File: src/rtl/fnd_pkg.sv
// ----------------------------------------------------------------------------
// fnd_pkg
// Shared constants for the 7-segment scan driver: active-low segment codes,
// the hex font table and the common-enable polarity helper.
// Segment bit order everywhere: bit7 = dp, bit6 = g ... bit0 = a, 0 = lit.
// ----------------------------------------------------------------------------
package fnd_pkg;

    typedef logic [3:0] nibble_t;
    typedef logic [7:0] seg_t;

    localparam seg_t FONT_BLANK   = 8'hff;
    localparam seg_t FONT_DP_MASK = 8'h7f;

    // Entry [n] is the glyph for hex digit n (entry 0 is the rightmost literal).
    localparam logic [15:0][7:0] FONT_TABLE = {
        8'h8e, 8'h86, 8'ha1, 8'hc6,   // F E d C
        8'h83, 8'h88, 8'h90, 8'h80,   // b A 9 8
        8'hf8, 8'h82, 8'h92, 8'h99,   // 7 6 5 4
        8'hb0, 8'ha4, 8'hf9, 8'hc0    // 3 2 1 0
    };

    // Convert an active-high one-hot select into pin levels.
    // Up to 8 commons are supported; callers slice off the unused upper bits.
    function automatic logic [7:0] com_drive(input logic [7:0] sel, input logic act_lo);
        return act_lo ? ~sel : sel;
    endfunction

endpackage

File: src/rtl/fnd_font_rom.sv
// ----------------------------------------------------------------------------
// fnd_font_rom
// Combinational hex-to-7-segment decoder (active-low, dp bit left dark).
// Ports:
//   i_nib   in  4  hex nibble
//   o_font  out 8  segment pattern, bit7=dp (always 1 here), 0 = lit
// ----------------------------------------------------------------------------
module fnd_font_rom
    import fnd_pkg::*;
(
    input  logic [3:0] i_nib,
    output logic [7:0] o_font
);

    assign o_font = FONT_TABLE[i_nib];

endmodule

File: src/rtl/fnd_scan_driver.sv
// ----------------------------------------------------------------------------
// fnd_scan_driver
// Time-multiplexed driver for a DIGITS-wide common-anode 7-segment display.
// A pending buffer captures new data on i_load; the active snapshot is only
// refreshed at frame end, so a frame is never torn. Each digit slot opens
// with DEAD_CYC cycles of all commons off to avoid ghosting.
//
// Parameters:
//   DIGITS      digits scanned (1..8)
//   SLOT_CYC    clock cycles per digit slot, dead time included
//   DEAD_CYC    dead cycles at slot start (0 allowed)
//   COM_ACT_LO  1: o_com active-low, 0: active-high
// Ports:
//   i_clk      in  1         system clock
//   i_reset_n  in  1         synchronous reset, active-low
//   i_value    in  4*DIGITS  hex nibble per digit, digit 0 = [3:0] (rightmost)
//   i_dp       in  DIGITS    decimal point per digit
//   i_blank    in  DIGITS    force digit dark
//   i_load     in  1         capture strobe into the pending buffer
//   o_font     out 8         segment bus, bit7=dp, 0 = lit
//   o_com      out DIGITS    one-hot digit common enables
//   o_frame    out 1         pulse aligned with the outputs of the last frame cycle
// Build option:
//   FND_LZ_SUPPRESS_EN  blank leading zeros of the active snapshot
//                       (digit 0 always shown)
// ----------------------------------------------------------------------------
module fnd_scan_driver
    import fnd_pkg::*;
#(
    parameter int DIGITS     = 4,
    parameter int SLOT_CYC   = 100000,
    parameter int DEAD_CYC   = 2,
    parameter int COM_ACT_LO = 1
) (
    input  logic                  i_clk,
    input  logic                  i_reset_n,
    input  logic [4*DIGITS-1:0]   i_value,
    input  logic [DIGITS-1:0]     i_dp,
    input  logic [DIGITS-1:0]     i_blank,
    input  logic                  i_load,
    output logic [7:0]            o_font,
    output logic [DIGITS-1:0]     o_com,
    output logic                  o_frame
);

    localparam int CNT_W = (SLOT_CYC > 1) ? $clog2(SLOT_CYC) : 1;
    localparam int DIG_W = (DIGITS > 1) ? $clog2(DIGITS) : 1;
    localparam logic [CNT_W-1:0] SLOT_LAST = CNT_W'(SLOT_CYC - 1);
    localparam logic [DIG_W-1:0] DIG_LAST  = DIG_W'(DIGITS - 1);

    // scan position
    logic [CNT_W-1:0]          r_slot_cnt;
    logic [DIG_W-1:0]          r_dig_idx;

    // double buffer
    logic [DIGITS-1:0][3:0]    r_pend_val;
    logic [DIGITS-1:0]         r_pend_dp;
    logic [DIGITS-1:0]         r_pend_blank;
    logic                      r_pend_vld;
    logic [DIGITS-1:0][3:0]    r_act_val;
    logic [DIGITS-1:0]         r_act_dp;
    logic [DIGITS-1:0]         r_act_blank;

    logic                      w_slot_end;
    logic                      w_frame_end;
    logic                      w_dead;
    logic [3:0]                w_nib;
    logic                      w_dp;
    logic                      w_blank;
    logic [DIGITS-1:0]         w_lz;
    logic [7:0]                w_font_raw;
    logic [7:0]                w_font;
    logic [DIGITS-1:0]         w_sel;
    logic [7:0]                w_com_on8;
    logic [7:0]                w_com_off8;

    assign w_slot_end  = (r_slot_cnt == SLOT_LAST);
    assign w_frame_end = w_slot_end && (r_dig_idx == DIG_LAST);

    generate
        if (DEAD_CYC == 0) begin : g_no_dead
            assign w_dead = 1'b0;
        end else begin : g_dead
            assign w_dead = (r_slot_cnt < CNT_W'(DEAD_CYC));
        end
    endgenerate

`ifdef FND_LZ_SUPPRESS_EN
    // Walk from the leftmost digit; stay in "leading" mode while digits are
    // plain zeros with no dp. Digit 0 is outside the walk so "0" still shows.
    logic w_lead;
    always_comb begin
        w_lz   = '0;
        w_lead = 1'b1;
        for (int i = DIGITS - 1; i >= 1; i--) begin
            if (r_act_val[i] != 4'h0 || r_act_dp[i])
                w_lead = 1'b0;
            w_lz[i] = w_lead;
        end
    end
`else
    assign w_lz = '0;
`endif

    assign w_nib   = r_act_val[r_dig_idx];
    assign w_dp    = r_act_dp[r_dig_idx];
    assign w_blank = r_act_blank[r_dig_idx] | w_lz[r_dig_idx];

    fnd_font_rom u_font_rom (
        .i_nib  (w_nib),
        .o_font (w_font_raw)
    );

    // blank overrides dp as well
    assign w_font = w_blank ? FONT_BLANK
                  : (w_dp ? (w_font_raw & FONT_DP_MASK) : w_font_raw);

    assign w_sel      = DIGITS'(1) << r_dig_idx;
    assign w_com_on8  = com_drive(8'(w_sel), COM_ACT_LO != 0);
    assign w_com_off8 = com_drive(8'h00,     COM_ACT_LO != 0);

    always_ff @(posedge i_clk) begin
        if (!i_reset_n) begin
            r_slot_cnt   <= '0;
            r_dig_idx    <= '0;
            r_pend_val   <= '0;
            r_pend_dp    <= '0;
            r_pend_blank <= '1;
            r_pend_vld   <= 1'b0;
            r_act_val    <= '0;
            r_act_dp     <= '0;
            r_act_blank  <= '1;
            o_font       <= FONT_BLANK;
            o_com        <= w_com_off8[DIGITS-1:0];
            o_frame      <= 1'b0;
        end else begin
            // scan position
            if (w_slot_end) begin
                r_slot_cnt <= '0;
                r_dig_idx  <= (r_dig_idx == DIG_LAST) ? '0 : r_dig_idx + 1'b1;
            end else begin
                r_slot_cnt <= r_slot_cnt + 1'b1;
            end

            // Frame-end swap happens before the load check so a load landing
            // on the frame-end cycle is kept pending for the next frame.
            if (w_frame_end) begin
                if (r_pend_vld) begin
                    r_act_val   <= r_pend_val;
                    r_act_dp    <= r_pend_dp;
                    r_act_blank <= r_pend_blank;
                end
                r_pend_vld <= 1'b0;
            end
            if (i_load) begin
                r_pend_val   <= i_value;
                r_pend_dp    <= i_dp;
                r_pend_blank <= i_blank;
                r_pend_vld   <= 1'b1;
            end

            // registered outputs reflect the current scan position
            o_font  <= w_dead ? FONT_BLANK : w_font;
            o_com   <= w_dead ? w_com_off8[DIGITS-1:0] : w_com_on8[DIGITS-1:0];
            o_frame <= w_frame_end;
        end
    end

endmodule

File: config.mk
export PLATFORM = sky130hd
export DESIGN_NAME = fnd_scan_driver
export DESIGN_NICKNAME = d
export VERILOG_FILES = /design/src/rtl/fnd_pkg.sv /design/src/rtl/fnd_font_rom.sv /design/src/rtl/fnd_scan_driver.sv
export SDC_FILE = /design/constraint.sdc
export NUM_CORES = 1
export LEC_CHECK = 0
export BUFFER_PORTS_ARGS = -buffer_cell sky130_fd_sc_hd__buf_2
export CELL_PAD_IN_SITES_DETAIL_PLACEMENT = 1
export CELL_PAD_IN_SITES_GLOBAL_PLACEMENT = 1
export CORE_MARGIN = 3
export CORE_UTILIZATION = 25
export CTS_BUF_LIST = sky130_fd_sc_hd__clkbuf_8
export DETAILED_ROUTE_END_ITERATION = 8
export MAX_ROUTING_LAYER = met4
export PLACE_DENSITY = 0.46
export SYNTH_ARGS = -nofsm -noshare
export SYNTH_HDL_FRONTEND = slang
export SYNTH_SLANG_ARGS = --single-unit
File: constraint.sdc
create_clock -name i_clk -period 2.4 [get_ports i_clk]
set_clock_uncertainty 0.05 [all_clocks]
set_input_delay 0.12 -clock i_clk [delete_from_list [all_inputs] [get_ports i_clk]]
set_output_delay 0.12 -clock i_clk [all_outputs]
set_load 0.1 [all_outputs]
==> reports/summary.md <==
The run finished with clean final reports. The final sum of negative setup slack came out at 0 ns. The floorplan step set the die height to 126 µm. Measured in cells, the most critical reg-to-reg path has a length of 5. The full die area is 0.0159 mm², and the clock group share of total power is 0.402.

In this design, the stage delay of the slowest critical-path cell is 0.62 ns. In this run, CTS created clock tree buffers numbering 9. The library cell used most frequently in the layout, excluding fill and tap cells, is sky130_fd_sc_hd__dfxtp_1. The count of cell types in the netlist was 42; the H-tree depth was 3. The startpoint identified for the worst register-to-register timing path is r_dig_idx[0]. The initial antenna violation count was 0; the total nets after synthesis was 415. The routed layout has 2982 vias. The number of routed nets with antenna violations came out at 0. Along the worst hold path, the cell count comes to 3.

The adder-cell share of the synthesized area was 0.0382; the shortest clock period the worst path allows after layout was 2.08 ns. At the end of routability-driven placement, the weighted congestion stood at 0.766. The tools report the gate count after technology mapping as 377. The overall die width was 126 µm; the latest clock arrival within the worst-skew pair was 0.37 ns. The first routing iteration left 155 violations.

The fraction of layout cells with a size suffix above 1 is 0.185. The final number of hold-violating endpoints was 0; the synthesized-area fraction occupied by and/or/nand/nor cells was 0.182. Area fraction in compound gates after synthesis: 0.131.

The startpoint type of the worst setup path was a register. For hold timing, the worst endpoint is r_pend_val[12]. For the pin with the worst max-slew slack, the measured transition is 0.860 ns. Summed over all cells, the static leakage comes to 1.62 nW.

The number of maximum-capacitance constraint violations was 0. The final period utilization came out at 0.866. The multiplexer fraction of the synthesized cell area works out to 0.114. Leaving out fill and tap cells, the most frequent cells in the layout are sky130_fd_sc_hd__dfxtp_1 (81), sky130_fd_sc_hd__buf_2 (39), sky130_fd_sc_hd__nor2_1 (37), sky130_fd_sc_hd__dlygate4sd3_1 (29).

The floorplan has 43 rows. Hold timing on the final database bottoms out at a slack of 0.350 ns. The via count of the first global-routing pass was 3156. For the worst setup path, the data arrival time is 2.28 ns. Input and output buffers added on the ports amount to 39. The synthesized design contains 81 register bits.

In this run the register-to-register setup slack is 0.32 ns. Clock tree synthesis selected as its root buffer the cell sky130_fd_sc_hd__clkbuf_8. The end of the worst register-to-register path was o_font[3].

The internal portion of the total power is 1.99 mW. The sequential fraction of design power is 0.538. For this design the total switching power over the nets is 0.605 mW.

After clock tree synthesis, the clock-pin slew on the worst setup and hold paths is 0.08 ns. The core outline area is 0.0140 mm², and the maximum number of pins on one net before global-route repair is 47. After detailed routing, the number of vias per cell comes to 4.78. In the routed design, unresolved DRC markers number 0.

The combinational family with the most area after synthesis is simple AND/OR/NAND/NOR gates. The run gives 0.451 as the portion of the post-synthesis area used by sequential elements. The area growth from synthesis to layout was 24.0%; the first-pass GRT wire length was 16.1 mm. In this run the mean area of a mapped cell was 9.54 µm². During synthesis, Yosys emitted a total of 0 warnings. The clock passes through at most 2 buffers.

The switching power share of the total came out at 0.233. Max-slew violation count: 0. The xor-xnor portion of the synthesized cell area is 0.0365. The tools report the first-pass iteration count of the detailed router as 4. Walking the worst path, the cells encountered are mux4_2 -> ha_1 -> or2_2 -> a21oi_1 -> o21ai_1.

The logs give 0.257 for the initial core utilization and 0 for the total congestion overflow. For this design the ratio of total power to cell area is 581 mW/mm². The worst slew margin relative to its limit is 0.427.

The I/O pin count was 40. In this run the worst setup path begins at r_dig_idx[0]. The worst setup path is captured at a register.

Data on the critical path is required at its endpoint by 2.60 ns. The synthesized area was 0.00360 mm². Setup repair after global routing left no endpoint under its margin. The critical path is of the register to register type. For this run, the post-layout net count is 477.

Based on the critical path, the design can be clocked at up to 481 MHz. Counting both buffers and inverters, the worst setup path holds a total of 0. The largest individual stage delay along the critical path comes from the cell sky130_fd_sc_hd__mux4_2. Post-detailed-placement half-perimeter wirelength: 6.57 mm. Post-CTS timing repair inserted 0 buffers for setup. Combinational group share of total power: 0.061.

The startpoint of the lowest-slack hold path was i_load. Worst min-delay path class: primary input to register. Dominant delay contributor by cell family on the critical path: multiplexers. In this run the worst path has a maximum fanout of 6. The repair_antennas step left the layout with diodes totalling 0.

In the final routed layout, each cell accounts on average for 15.3 µm. TritonCTS built the clock tree. Setup violations remaining at the end of the flow were counted as 0.

The tools report the highest ir drop seen on vdd as 0.000286 V. The wire length after detailed routing came out at 9.56 mm. Global-route usage over all layers: 0.131. The sink count of the clock tree was 81.
[what timing repair did]
item                                    4_1_cts  5_1_grt
hold endpoints to repair                     28        0
endpoints found under the setup margin        0        0
hold buffers                                 29        0
gates resized for setup                       0        0
[cell type report]
class                           instances  area (µm²)
Sequential cell                        81        1620
Clock inverter                          5        53.8
Fill cell                            1637        9530
Clock buffer                           11         151
Tap cell                              180         225
Timing Repair Buffer                   78         561
Multi-Input combinational cell        257        1810
Inverter                               12        45.0
[power by group through the flow]
stage                     clock, mW  sequential [mW]  combinational [mW]
after floorplan                   0             1.43              0.0748
after global placement            0             1.43               0.120
after detailed placement          0             1.43               0.124
after CTS                      1.10             1.39               0.160
after global routing           1.16             1.40               0.175
final                          1.04             1.39               0.158
[logic make-up (layout without fill, tap and decap cells)]
kind of cell	after synthesis	in the layout
AO/OA/AOI/OAI	73	73
XOR/XNOR	15	15
adder cells (fa/ha/maj)	11	11
buffers and inverters	39	106
flip-flops	81	81
multiplexers	32	32
AND/OR/NAND/NOR	126	126
[registers in the layout, summed over array words and instances, names as in the netlist]
name and count:
r_dig_idx 2, r_pend_vld 1, r_slot_cnt 17, o_frame 1, o_com 4, r_act_dp 4
r_act_val 16, r_pend_val 16, r_pend_blank 4, o_font 8, r_pend_dp 4, r_act_blank 4
[routing by layer]
metal,global-route usage,share of wire,up-vias
met2,0.207,0.46,34
met4,0.0341,0.012,0
met1,0.165,0.49,1444
li1,-,-,1492
met5,-,0,-
met3,0.0382,0.030,12
[tightest hold or removal path, delay by kind of cell]
kind	cells	cell delay (ns)
buf+inv	1	0.34
simple gates	1	0.07
mux	1	0.20
[synthesized netlist by cell type, drive strengths merged]
master  number  area (µm²)
nor3b        2        15.0
nor3         4        20.0
o221ai       1        8.76
dfxtp       81        1620
and2         1        6.26
a31oi        1        6.26
clkbuf      14        52.6
nor4         6        52.6
nand2       21        81.3
and3         1        6.26
or4          5        41.3
o21a         3        22.5
o31ai       25         188
xnor2        9        78.8
o21ai       10        61.3
ha          11         138
mux2i       24         240
nand4       27         169
mux2         1        11.3
xor2         6        52.6
o211ai       4        30.0
buf         13        73.8
nand3       15        80.1
nand2b       1        6.26
or2          1        6.26
mux4         7         158
a21oi       28         144
a211oi       1        12.5
nor2        37         139
inv         12        45.0
or3          5        31.3
[worst max path at each step]
| stage | to | slack, ns | cells after the start |
|---|---|---|---|
| 2_1_floorplan | o_font[3] | 0.39 | 6 |
| 3_3_place_gp | o_font[3] | 0.38 | 5 |
| 3_5_place_dp | r_slot_cnt[16] | 0.34 | 5 |
| 4_1_cts | o_font[1] | 0.32 | 5 |
| 5_1_grt | o_font[1] | 0.17 | 5 |
| 6_report | o_font[3] | 0.32 | 5 |
[through the flow]
step / cells / instance area, µm² / worst slack (ns) / total power [mW] / util
finish: 624 / 4460 / 0.323 / 2.59 / 0.319
global route: 624 / 4460 / 0.171 / 2.73 / 0.319
CTS: 624 / 4460 / 0.316 / 2.65 / 0.319
detailed placement: 579 / 3970 / 0.341 / 1.55 / 0.284
global placement: 579 / 3970 / 0.384 / 1.55 / 0.284
floorplan: 377 / 3600 / 0.385 / 1.50 / -
(Power assumes the default switching activity.)
